==> src/rtl/isp_tpsram_fifo_ctrl_if.sv <==
// isp_tpsram_fifo_ctrl_if: byte stream, RAM port and status signals of the ISP TPSRAM FIFO controller
interface isp_tpsram_fifo_ctrl_if #(
  parameter int DATA_W = 8,
  parameter int ADDR_W = 6
);
  logic [DATA_W-1:0] IN_DATA;
  logic              IN_VALID;
  logic              IN_READY;
  logic [DATA_W-1:0] OUT_DATA;
  logic              OUT_VALID;
  logic              OUT_READY;
  logic [DATA_W-1:0] RAM_WD;
  logic [ADDR_W-1:0] RAM_WADDR;
  logic              RAM_WEN;
  logic [ADDR_W-1:0] RAM_RADDR;
  logic              RAM_REN;
  logic [DATA_W-1:0] RAM_RD;
  logic [ADDR_W:0]   LEVEL;
  logic              ALMOST_FULL;
  modport master (
    input  IN_DATA, IN_VALID, OUT_READY, RAM_RD,
    output IN_READY, OUT_DATA, OUT_VALID, RAM_WD, RAM_WADDR, RAM_WEN, RAM_RADDR, RAM_REN, LEVEL, ALMOST_FULL
  );
  modport slave (
    output IN_DATA, IN_VALID, OUT_READY, RAM_RD,
    input  IN_READY, OUT_DATA, OUT_VALID, RAM_WD, RAM_WADDR, RAM_WEN, RAM_RADDR, RAM_REN, LEVEL, ALMOST_FULL
  );
endinterface

==> src/rtl/isp_tpsram_fifo_ctrl.sv <==
// isp_tpsram_fifo_ctrl: writes upstream bytes into a 64x8 TPSRAM and prefetches them into a 2-entry output queue
module isp_tpsram_fifo_ctrl #(
  parameter int DATA_W       = 8,
  parameter int ADDR_W       = 6,
  parameter int AFULL_THRESH = 56
) (
  input logic CLK,
  input logic RESET,
  input logic CLR,
  isp_tpsram_fifo_ctrl_if.master bus
);
  localparam int PW = ADDR_W + 1;
  localparam logic [PW-1:0] DEPTH = PW'(2 ** ADDR_W);
  localparam logic [PW-1:0] AF = PW'(AFULL_THRESH);
  logic [PW-1:0] wptr_q, wptr_d, rptr_q, rptr_d, ram_cnt, level;
  logic [1:0] occ_q, occ_d, occ_p;
  logic rd_pend_q, rd_pend_d, push, pop, issue;
  logic [DATA_W-1:0] q0_q, q0_d, q1_q, q1_d;
  always_comb begin
    ram_cnt = wptr_q - rptr_q;
    bus.IN_READY = !RESET && !CLR && ram_cnt != DEPTH;
    push = bus.IN_VALID && bus.IN_READY;
    bus.OUT_VALID = !RESET && occ_q != 2'd0;
    pop = bus.OUT_VALID && bus.OUT_READY;
    occ_p = occ_q - {1'b0, pop};
    issue = !RESET && !CLR && rptr_q != wptr_q && (occ_p + {1'b0, rd_pend_q}) <= 2'd1;
    bus.RAM_WEN = push;
    bus.RAM_WD = bus.IN_DATA;
    bus.RAM_WADDR = wptr_q[ADDR_W-1:0];
    bus.RAM_REN = issue;
    bus.RAM_RADDR = rptr_q[ADDR_W-1:0];
    bus.OUT_DATA = q0_q;
    level = RESET ? '0 : ram_cnt + PW'(rd_pend_q) + PW'(occ_q);
    bus.LEVEL = level;
    bus.ALMOST_FULL = level >= AF;
    wptr_d = wptr_q + PW'(push);
    rptr_d = CLR ? wptr_q : rptr_q + PW'(issue);
    rd_pend_d = issue;
    occ_d = CLR ? 2'd0 : occ_p + {1'b0, rd_pend_q};
    q0_d = (rd_pend_q && occ_p == 2'd0) ? bus.RAM_RD : pop ? q1_q : q0_q;
    q1_d = (rd_pend_q && occ_p != 2'd0) ? bus.RAM_RD : q1_q;
  end
  always_ff @(posedge CLK) begin
    if (RESET) begin
      wptr_q    <= '0;
      rptr_q    <= '0;
      rd_pend_q <= 1'b0;
      occ_q     <= 2'd0;
      q0_q      <= '0;
      q1_q      <= '0;
    end else begin
      wptr_q    <= wptr_d;
      rptr_q    <= rptr_d;
      rd_pend_q <= rd_pend_d;
      occ_q     <= occ_d;
      q0_q      <= q0_d;
      q1_q      <= q1_d;
    end
  end
endmodule

==> src/flat_wrapper.sv <==
// flat-port wrapper written by rule: the top's interface ports become plain ports
module isp_tpsram_fifo_ctrl_flat 
#(
  parameter int DATA_W       = 8,
  parameter int ADDR_W       = 6,
  parameter int AFULL_THRESH = 56
)
  (CLK, RESET, CLR, bus_IN_DATA, bus_IN_VALID, bus_OUT_READY, bus_RAM_RD, bus_IN_READY, bus_OUT_DATA, bus_OUT_VALID, bus_RAM_WD, bus_RAM_WADDR, bus_RAM_WEN, bus_RAM_RADDR, bus_RAM_REN, bus_LEVEL, bus_ALMOST_FULL);
  isp_tpsram_fifo_ctrl_if #(.DATA_W(DATA_W), .ADDR_W(ADDR_W)) bus_i ();
  input logic CLK;
  input logic RESET;
  input logic CLR;
  input wire logic [$bits(bus_i.IN_DATA)-1:0] bus_IN_DATA;
  input wire logic [$bits(bus_i.IN_VALID)-1:0] bus_IN_VALID;
  input wire logic [$bits(bus_i.OUT_READY)-1:0] bus_OUT_READY;
  input wire logic [$bits(bus_i.RAM_RD)-1:0] bus_RAM_RD;
  output wire logic [$bits(bus_i.IN_READY)-1:0] bus_IN_READY;
  output wire logic [$bits(bus_i.OUT_DATA)-1:0] bus_OUT_DATA;
  output wire logic [$bits(bus_i.OUT_VALID)-1:0] bus_OUT_VALID;
  output wire logic [$bits(bus_i.RAM_WD)-1:0] bus_RAM_WD;
  output wire logic [$bits(bus_i.RAM_WADDR)-1:0] bus_RAM_WADDR;
  output wire logic [$bits(bus_i.RAM_WEN)-1:0] bus_RAM_WEN;
  output wire logic [$bits(bus_i.RAM_RADDR)-1:0] bus_RAM_RADDR;
  output wire logic [$bits(bus_i.RAM_REN)-1:0] bus_RAM_REN;
  output wire logic [$bits(bus_i.LEVEL)-1:0] bus_LEVEL;
  output wire logic [$bits(bus_i.ALMOST_FULL)-1:0] bus_ALMOST_FULL;
  assign bus_i.IN_DATA = bus_IN_DATA;
  assign bus_i.IN_VALID = bus_IN_VALID;
  assign bus_i.OUT_READY = bus_OUT_READY;
  assign bus_i.RAM_RD = bus_RAM_RD;
  assign bus_IN_READY = bus_i.IN_READY;
  assign bus_OUT_DATA = bus_i.OUT_DATA;
  assign bus_OUT_VALID = bus_i.OUT_VALID;
  assign bus_RAM_WD = bus_i.RAM_WD;
  assign bus_RAM_WADDR = bus_i.RAM_WADDR;
  assign bus_RAM_WEN = bus_i.RAM_WEN;
  assign bus_RAM_RADDR = bus_i.RAM_RADDR;
  assign bus_RAM_REN = bus_i.RAM_REN;
  assign bus_LEVEL = bus_i.LEVEL;
  assign bus_ALMOST_FULL = bus_i.ALMOST_FULL;
  isp_tpsram_fifo_ctrl #(.DATA_W(DATA_W), .ADDR_W(ADDR_W), .AFULL_THRESH(AFULL_THRESH)) u_core (.CLK(CLK), .RESET(RESET), .CLR(CLR), .bus(bus_i));
endmodule
==> config.mk <==
export PLATFORM = sky130hd
export DESIGN_NAME = isp_tpsram_fifo_ctrl_flat
export DESIGN_NICKNAME = d
export VERILOG_FILES = /design/src/rtl/isp_tpsram_fifo_ctrl_if.sv /design/src/rtl/isp_tpsram_fifo_ctrl.sv /design/src/flat_wrapper.sv
export SDC_FILE = /design/constraint.sdc
export NUM_CORES = 1
export LEC_CHECK = 0
export CAP_MARGIN = 20
export CORE_AREA = 2 2 75 77
export DETAILED_ROUTE_END_ITERATION = 8
export DIE_AREA = 0 0 77 79
export PLACE_DENSITY = 0.73
export SLEW_MARGIN = 20
export SYNTH_ARGS = -nofsm -noshare
export SYNTH_HDL_FRONTEND = slang
export SYNTH_SLANG_ARGS = --single-unit
==> constraint.sdc <==
create_clock -name CLK -period 3.2 [get_ports CLK]
set_input_delay 0.64 -clock CLK [delete_from_list [all_inputs] [get_ports CLK]]
set_output_delay 0.64 -clock CLK [all_outputs]
set_load 0.005 [all_outputs]
### Word level (Yosys, flattened, before mapping)

Cells that the tools add are included.

| storage, ports and cells | value |
|---|---|
| input bits | 21 |
| output and inout port bits | 40 |
| register bits | 33 |
| logic and storage cells | 37 |

| cells by class | value |
|---|---|
| add/sub/neg operators | 7 |
| magnitude comparators | 2 |
| reduce and logical (&&, ||, !) cells | 16 |
| eq/ne operators | 2 |
| multiplexer cells | 4 |

Operator list:

| kind | number |
|---|---|
| $add A7 B1 Y7 | 3 |
| $mux W8 | 2 |
| $mux W7 | 2 |
| $logic_and A1 B1 Y1 | 9 |
| $add A7 B2 Y7 | 1 |
| $ge A7 B6 Y1 const B | 1 |
| $ne A7 B7 Y1 | 1 |
| $ne A7 B7 Y1 const B | 1 |
| $sub A7 B7 Y7 | 1 |
| $reduce_bool A2 Y1 | 3 |
| $add A2 B1 Y2 | 1 |
| $le A2 B1 Y1 const B | 1 |
| $logic_not A1 Y1 | 2 |
| $logic_not A2 Y1 | 1 |
| $reduce_or A2 Y1 | 1 |
| $sub A2 B1 Y2 | 1 |

### Logic depth before layout (Yosys ltp)

| depth | value |
|---|---|
| word-level depth | 9 |
| depth in mapped cells | 17 |
| depth with buffers taken out | 17 |

### Least setup slack after synthesis

OpenSTA, ideal clock, no wires.

| path | value |
|---|---|
| path kind | input -> register |
| start point | input RESET |
| end point | register u_core.rptr_q[6] |
| required time | 3072 ps |
| data arrival time | 3003 ps |
| path slack | 69 ps |
| stages on the path | 16 |
| path buffers | 0 |
| setup time | 128 ps |
| cell sequence | a21oi_2 -> nand2_1 -> inv_1 -> ha_1 -> inv_1 -> ha_1 -> xor2_1 -> nand2_1 -> a21oi_1 -> ha_1 -> ha_1 -> and3_1 -> nand3_1 -> xnor2_1 -> mux2i_1 -> nor2_1 |

| on the way | value |
|---|---|
| longest elaborated chain between the ends | 9 |
| elaborated cells on any way between the ends | 11 |
| those cells by class | add/sub: 3; order compare: 1; mux: 1; reduce/logical: 6 |

RTL lines:

| what | RTL line | source |
|---|---|---|
| start: declaration | flat_wrapper.sv:11 | `input logic RESET;` |
| $logic_not A1 Y1 (*) | isp_tpsram_fifo_ctrl.sv:23, isp_tpsram_fifo_ctrl.sv:26 |  |
| $logic_and A1 B1 Y1 | isp_tpsram_fifo_ctrl.sv:23 | `bus.OUT_VALID = !RESET && occ_q != 2'd0;` |
| $logic_and A1 B1 Y1 | isp_tpsram_fifo_ctrl.sv:24 | `pop = bus.OUT_VALID && bus.OUT_READY;` |
| $sub A2 B1 Y2 | isp_tpsram_fifo_ctrl.sv:25 | `occ_p = occ_q - {1'b0, pop};` |
| $add A2 B1 Y2 | isp_tpsram_fifo_ctrl.sv:26 | `issue = !RESET && !CLR && rptr_q != wptr_q && (occ_p + {1'b0, rd_pend_q}) <= 2'd1;` |
| $le A2 B1 Y1 | isp_tpsram_fifo_ctrl.sv:26 |  |
| $logic_and A1 B1 Y1 (*) | isp_tpsram_fifo_ctrl.sv:26 |  |
| named net bus_RAM_REN | flat_wrapper.sv:24 | `output wire logic [$bits(bus_i.RAM_REN)-1:0] bus_RAM_REN;` |
| $add A7 B1 Y7 (*) | isp_tpsram_fifo_ctrl.sv:37 | `rptr_d = CLR ? wptr_q : rptr_q + PW'(issue);` |
| $mux W7 (*) | isp_tpsram_fifo_ctrl.sv:37 |  |
| end signal: assignment | isp_tpsram_fifo_ctrl.sv:53 | `rptr_q <= rptr_d;` |
| end: declaration | isp_tpsram_fifo_ctrl.sv:15 | `logic [PW-1:0] wptr_q, wptr_d, rptr_q, rptr_d, ram_cnt, level;` |

Mark *: on every way through the listed nets, which the timed path passes. The rest lies on a longest branch.
A chain may end at the register's enable or synchronous reset.

### Final worst setup path

| path | value |
|---|---|
| start point | register u_core.wptr_q[0] |
| end point | output bus_LEVEL[5] |

| on the way | value |
|---|---|
| longest elaborated chain between the ends | 4 |

RTL lines:

| what | RTL line | source |
|---|---|---|
| start: declaration | isp_tpsram_fifo_ctrl.sv:15 |  |
| start signal: assignment | isp_tpsram_fifo_ctrl.sv:52 | `wptr_q <= wptr_d;` |
| $sub A7 B7 Y7 | isp_tpsram_fifo_ctrl.sv:20 | `ram_cnt = wptr_q - rptr_q;` |
| $add A7 B1 Y7 | isp_tpsram_fifo_ctrl.sv:33 | `level = RESET ? '0 : ram_cnt + PW'(rd_pend_q) + PW'(occ_q);` |
| $add A7 B2 Y7 | isp_tpsram_fifo_ctrl.sv:33 |  |
| $mux W7 | isp_tpsram_fifo_ctrl.sv:33 |  |
| end: declaration | flat_wrapper.sv:25 | `output wire logic [$bits(bus_i.LEVEL)-1:0] bus_LEVEL;` |

No other way between the ends.

==> metrics list <==
- Number of warning messages in the yosys log: 0
* Share of synthesized registers carrying an async set or reset: 0%
- Num ports: 61
* Power Dens Cells: 307 nW/um^2
- Violations in the final reports: setup timing
- Once layout is done, the placed cells without fillers occupy 3270 sq um.
- Worst slack after detailed placement: -360 ps
* VDD IR max: 311 uV
- Port buffering added 44 buffers.
- Measured along the x axis, the die boundary spans 77 um.
- For the final database, setup skew stands at 9.43 ps.
- The repair_antennas step left the layout with diodes totalling 0.
- Reg-to-reg setup timing slack: 170 ps
- CTS Buf Count: 5
- The initial utilization of the core area, before any placement, comes to 42.7%.
- Power share of the clock group: 41.1%
* Antenna violations before repair: 0
- The first routing iteration left 129 violations.
- Clock transition at the register clock pins on the worst setup and hold paths after CTS: approximately 70 ps
- The via count of the first global-routing pass came to 2,068.
* Met3 routed WL: 327 um
* Worst-margin pin slew: 618 ps
* Leakage: roughly 1.3 nW
- In the detailed route, the total length drawn on met2 is 3.33 mm.
- The setup path with the least slack is of type register to output port.
- Relative slew margins: 58.7%
- Derived from the worst setup path, the maximum achievable clock frequency is 290 MHz.
- Nets@finish: 374
* Remaining number of nets flagged by the antenna check after routing: 0
- Share of the yosys chip area belonging to registers: 29.0%
- Vias: about 2,200
* Net Switching: 0.000244 W
* Synthesized net count: approximately 310
* Area of combinational cells with multiple inputs: 1570 sq um
- Clock tree synthesis selected as its root buffer the cell sky130_fd_sc_hd__clkbuf_8.
- At the end of the flow the core is filled with cells to 61.3%.
* Final Max Tran Viols: 0
- CTS Sinks: 33
- Final hold vios: 0
- The top cell types in the final layout, fill and taps aside, are sky130_fd_sc_hd__buf_4, sky130_fd_sc_hd__clkdlybuf4s50_1, sky130_fd_sc_hd__nor2_1.
* Sequential cell fraction of total power: 42.1%
- In this run the mean area of a mapped cell was between 8 and 9 sq um.
- Remaining global-route overflow: 0
- The detailed router used layers up to and including met4.
- Final weighted congestion in routability-driven placement: 0.899
- Crit path max fanout: 4
* H-Tree Level Count: 2
* Layout Area Growth over Synthesis: 43.5%
- Synthesis handed over a netlist of 274 instances.
- Area after DPL: 2830 sq um
- In this run the vertical extent of the chip is between 70 and 80 um.
- Per report_power, the combinational group accounts for 16.8% of the total.
- TritonCTS built the clock tree.
- The path class of the tightest hold or removal check is register to register.
- Core footprint: 5340 sq um
* Part of the cycle the worst path needs: 108%
* Flip-flop and latch count after synthesis: 33
- Run status: complete, but fails checks
* Net switching fraction of the power: 24.3%
* Global routing usage summed across all routing layers: 19.7%
- Setup slack on the critical path of the routed design comes to -246 ps.
- Count of distinct cell types in the synthesized netlist: a little under 50
* FF+latch area: 663 sq um
- RSZ-0062 raised after global routing: true
* Post-Route WL: 6.51 mm
* Number of placement rows: 27
- DRC Markers: 0
- Kind of end point of the critical path: output port
- The first global-routing pass estimated 9.66 mm of wire.
- Initial DRT Pass Iterations: 4
- EDFF count, synth: 0
* Pin count of the biggest net entering global routing: 38
* Hpwl dp: 4.28 mm
- Data on the critical path arrives at its endpoint at roughly 2800 ps.
* Max-Cap Viols: 0
* Fill cell total of the finished layout: 464
- Setup violations remaining at the end of the flow were counted as 8.
- The die covers 6080 sq um.
* Sort of element at the start of the critical path: register
- Dividing the detail-routed via count by the number of cells gives 5.34.
- Critical path required time: 2560 ps
* Primary flip-flop cell chosen by synthesis mapping: sky130_fd_sc_hd__dfxtp_1
* Wirelength per Cell: 15.9 um
- Cells with a size suffix above 1 make up between 20% and 30% of the layout.
- The clock reaches the later pin of the worst-skew pair after 290 ps.
- Maximum buffer depth of the clock tree: 2
- Subtracting the final worst setup slack from the clock period gives 3450 ps.
- For this block, wires on met1 add up to 2.74 mm.
- Internal power comes to 0.000759 W.
* Total standard cell area after synthesis: 2280 sq um
* Leading cell type in the layout, fill and taps excluded: sky130_fd_sc_hd__buf_4
[area by class of cell]
type	count	share of cell area, %
Multi-Input combinational cell	193	48.0
Sequential cell	33	20.3
Tap cell	72	2.76
Timing Repair Buffer	88	23.5
Inverter	16	1.84
Clock inverter	1	0.918
Clock buffer	7	2.64
[state kept, by name, summed over array words and instances, names as in the netlist]
name and flops:
u_core.bus.OUT_DATA 8, u_core.q1_q 8, u_core.rptr_q 7, u_core.wptr_q 7
u_core.occ_q 2, u_core.rd_pend_q 1
[power groups by stage]
stage / Clock (W) / Combinational, W / Sequential (W)
finish: 0.000412 / 0.000168 / 0.000423
floorplan: 0 / 0.0000704 / 0.000431
global placement: 0 / 0.000126 / 0.000431
detailed placement: 0 / 0.000128 / 0.000431
global route: 0.000435 / 0.000179 / 0.000423
CTS: 0.000416 / 0.000146 / 0.000423
[through the flow]
step	hold slack [ps]	total power, W	std cells	TNS (ps)
floorplan	460	0.000502	274	0
global placement	471	0.000557	389	-1590
detailed placement	474	0.000559	389	-2200
CTS	486	0.000984	404	-878
global route	510	0.00104	410	-2110
finish	485	0.00100	410	-1070
[routing by layer]
layer	global-route usage (%)	vias up
met5	0	-
met4	5.18	0
met3	5.00	14
met2	34.8	86
met1	23.9	1038
li1	-	1052
[worst max-delay path, stage by stage (launching register included)]
cell                        delay, ps
sky130_fd_sc_hd__dfxtp_2          340
sky130_fd_sc_hd__inv_2             50
sky130_fd_sc_hd__ha_4             160
sky130_fd_sc_hd__inv_2             50
sky130_fd_sc_hd__fa_2             450
sky130_fd_sc_hd__buf_4            150
sky130_fd_sc_hd__buf_6            100
sky130_fd_sc_hd__buf_6            100
sky130_fd_sc_hd__ha_4             260
sky130_fd_sc_hd__a21oi_4           60
sky130_fd_sc_hd__nor2_4           170
sky130_fd_sc_hd__buf_6            130
sky130_fd_sc_hd__o2111ai_1        120
sky130_fd_sc_hd__a21oi_1          230
sky130_fd_sc_hd__buf_2            160
[Yosys cell counts (3+ instances only)]
| cell type | instances | share of area, % |
|---|---|---|
| sky130_fd_sc_hd__a21oi_1 | 8 | 1.8 |
| sky130_fd_sc_hd__xor2_1 | 6 | 2.3 |
| sky130_fd_sc_hd__ha_1 | 13 | 7.1 |
| sky130_fd_sc_hd__a21oi_2 | 4 | 1.5 |
| sky130_fd_sc_hd__and2_1 | 5 | 1.4 |
| sky130_fd_sc_hd__a311oi_1 | 9 | 3.5 |
| sky130_fd_sc_hd__nand2_1 | 20 | 3.3 |
| sky130_fd_sc_hd__nor2b_1 | 3 | 0.82 |
| sky130_fd_sc_hd__or3_1 | 3 | 0.82 |
| sky130_fd_sc_hd__mux2i_1 | 13 | 5.7 |
| sky130_fd_sc_hd__buf_4 | 20 | 6.6 |
| sky130_fd_sc_hd__and3_1 | 4 | 1.1 |
| sky130_fd_sc_hd__buf_1 | 4 | 0.66 |
| sky130_fd_sc_hd__xnor2_1 | 12 | 4.6 |
| sky130_fd_sc_hd__dfxtp_1 | 33 | 29 |
| sky130_fd_sc_hd__inv_1 | 16 | 2.6 |
| sky130_fd_sc_hd__nor2_1 | 35 | 5.8 |
| sky130_fd_sc_hd__nand3_1 | 16 | 3.5 |
| sky130_fd_sc_hd__fa_1 | 3 | 2.6 |
| sky130_fd_sc_hd__buf_2 | 5 | 1.1 |
| sky130_fd_sc_hd__o21ai_0 | 6 | 1.3 |
[worst paths after layout]
check | startpoint | to | depth (start not counted)
worst max-delay path | u_core.wptr_q[0] | bus_LEVEL[5] | 14
worst min-delay path | u_core.bus.OUT_DATA[0] | u_core.bus.OUT_DATA[0] | 2
worst max register to register | u_core.occ_q[1] | u_core.rptr_q[6] | 18
worst min register to register | u_core.bus.OUT_DATA[0] | u_core.bus.OUT_DATA[0] | 2
[cells by family after synthesis]
logic type               after synthesis  synth area share [%]
AND/OR/NAND/NOR                       99                  20.8
AO/OA/AOI/OAI                         46                  15.3
XOR/XNOR                              19                  7.63
buffers and inverters                 48                  11.8
multiplexers                          13                  5.71
flip-flops                            33                  29.0
adder cells (fa/ha/maj)               16                  9.78
[repair_timing]
action / 4_1_cts / 5_1_grt
gates resized for setup: 49 / 26
pin swaps: 13 / 10
hold endpoints to repair: 0 / 0
setup buffers: 7 / 6
setup endpoints to repair: 11 / 14
hold buffers: 0 / 0
No activity file was read; power rests on OpenSTA's default activity.
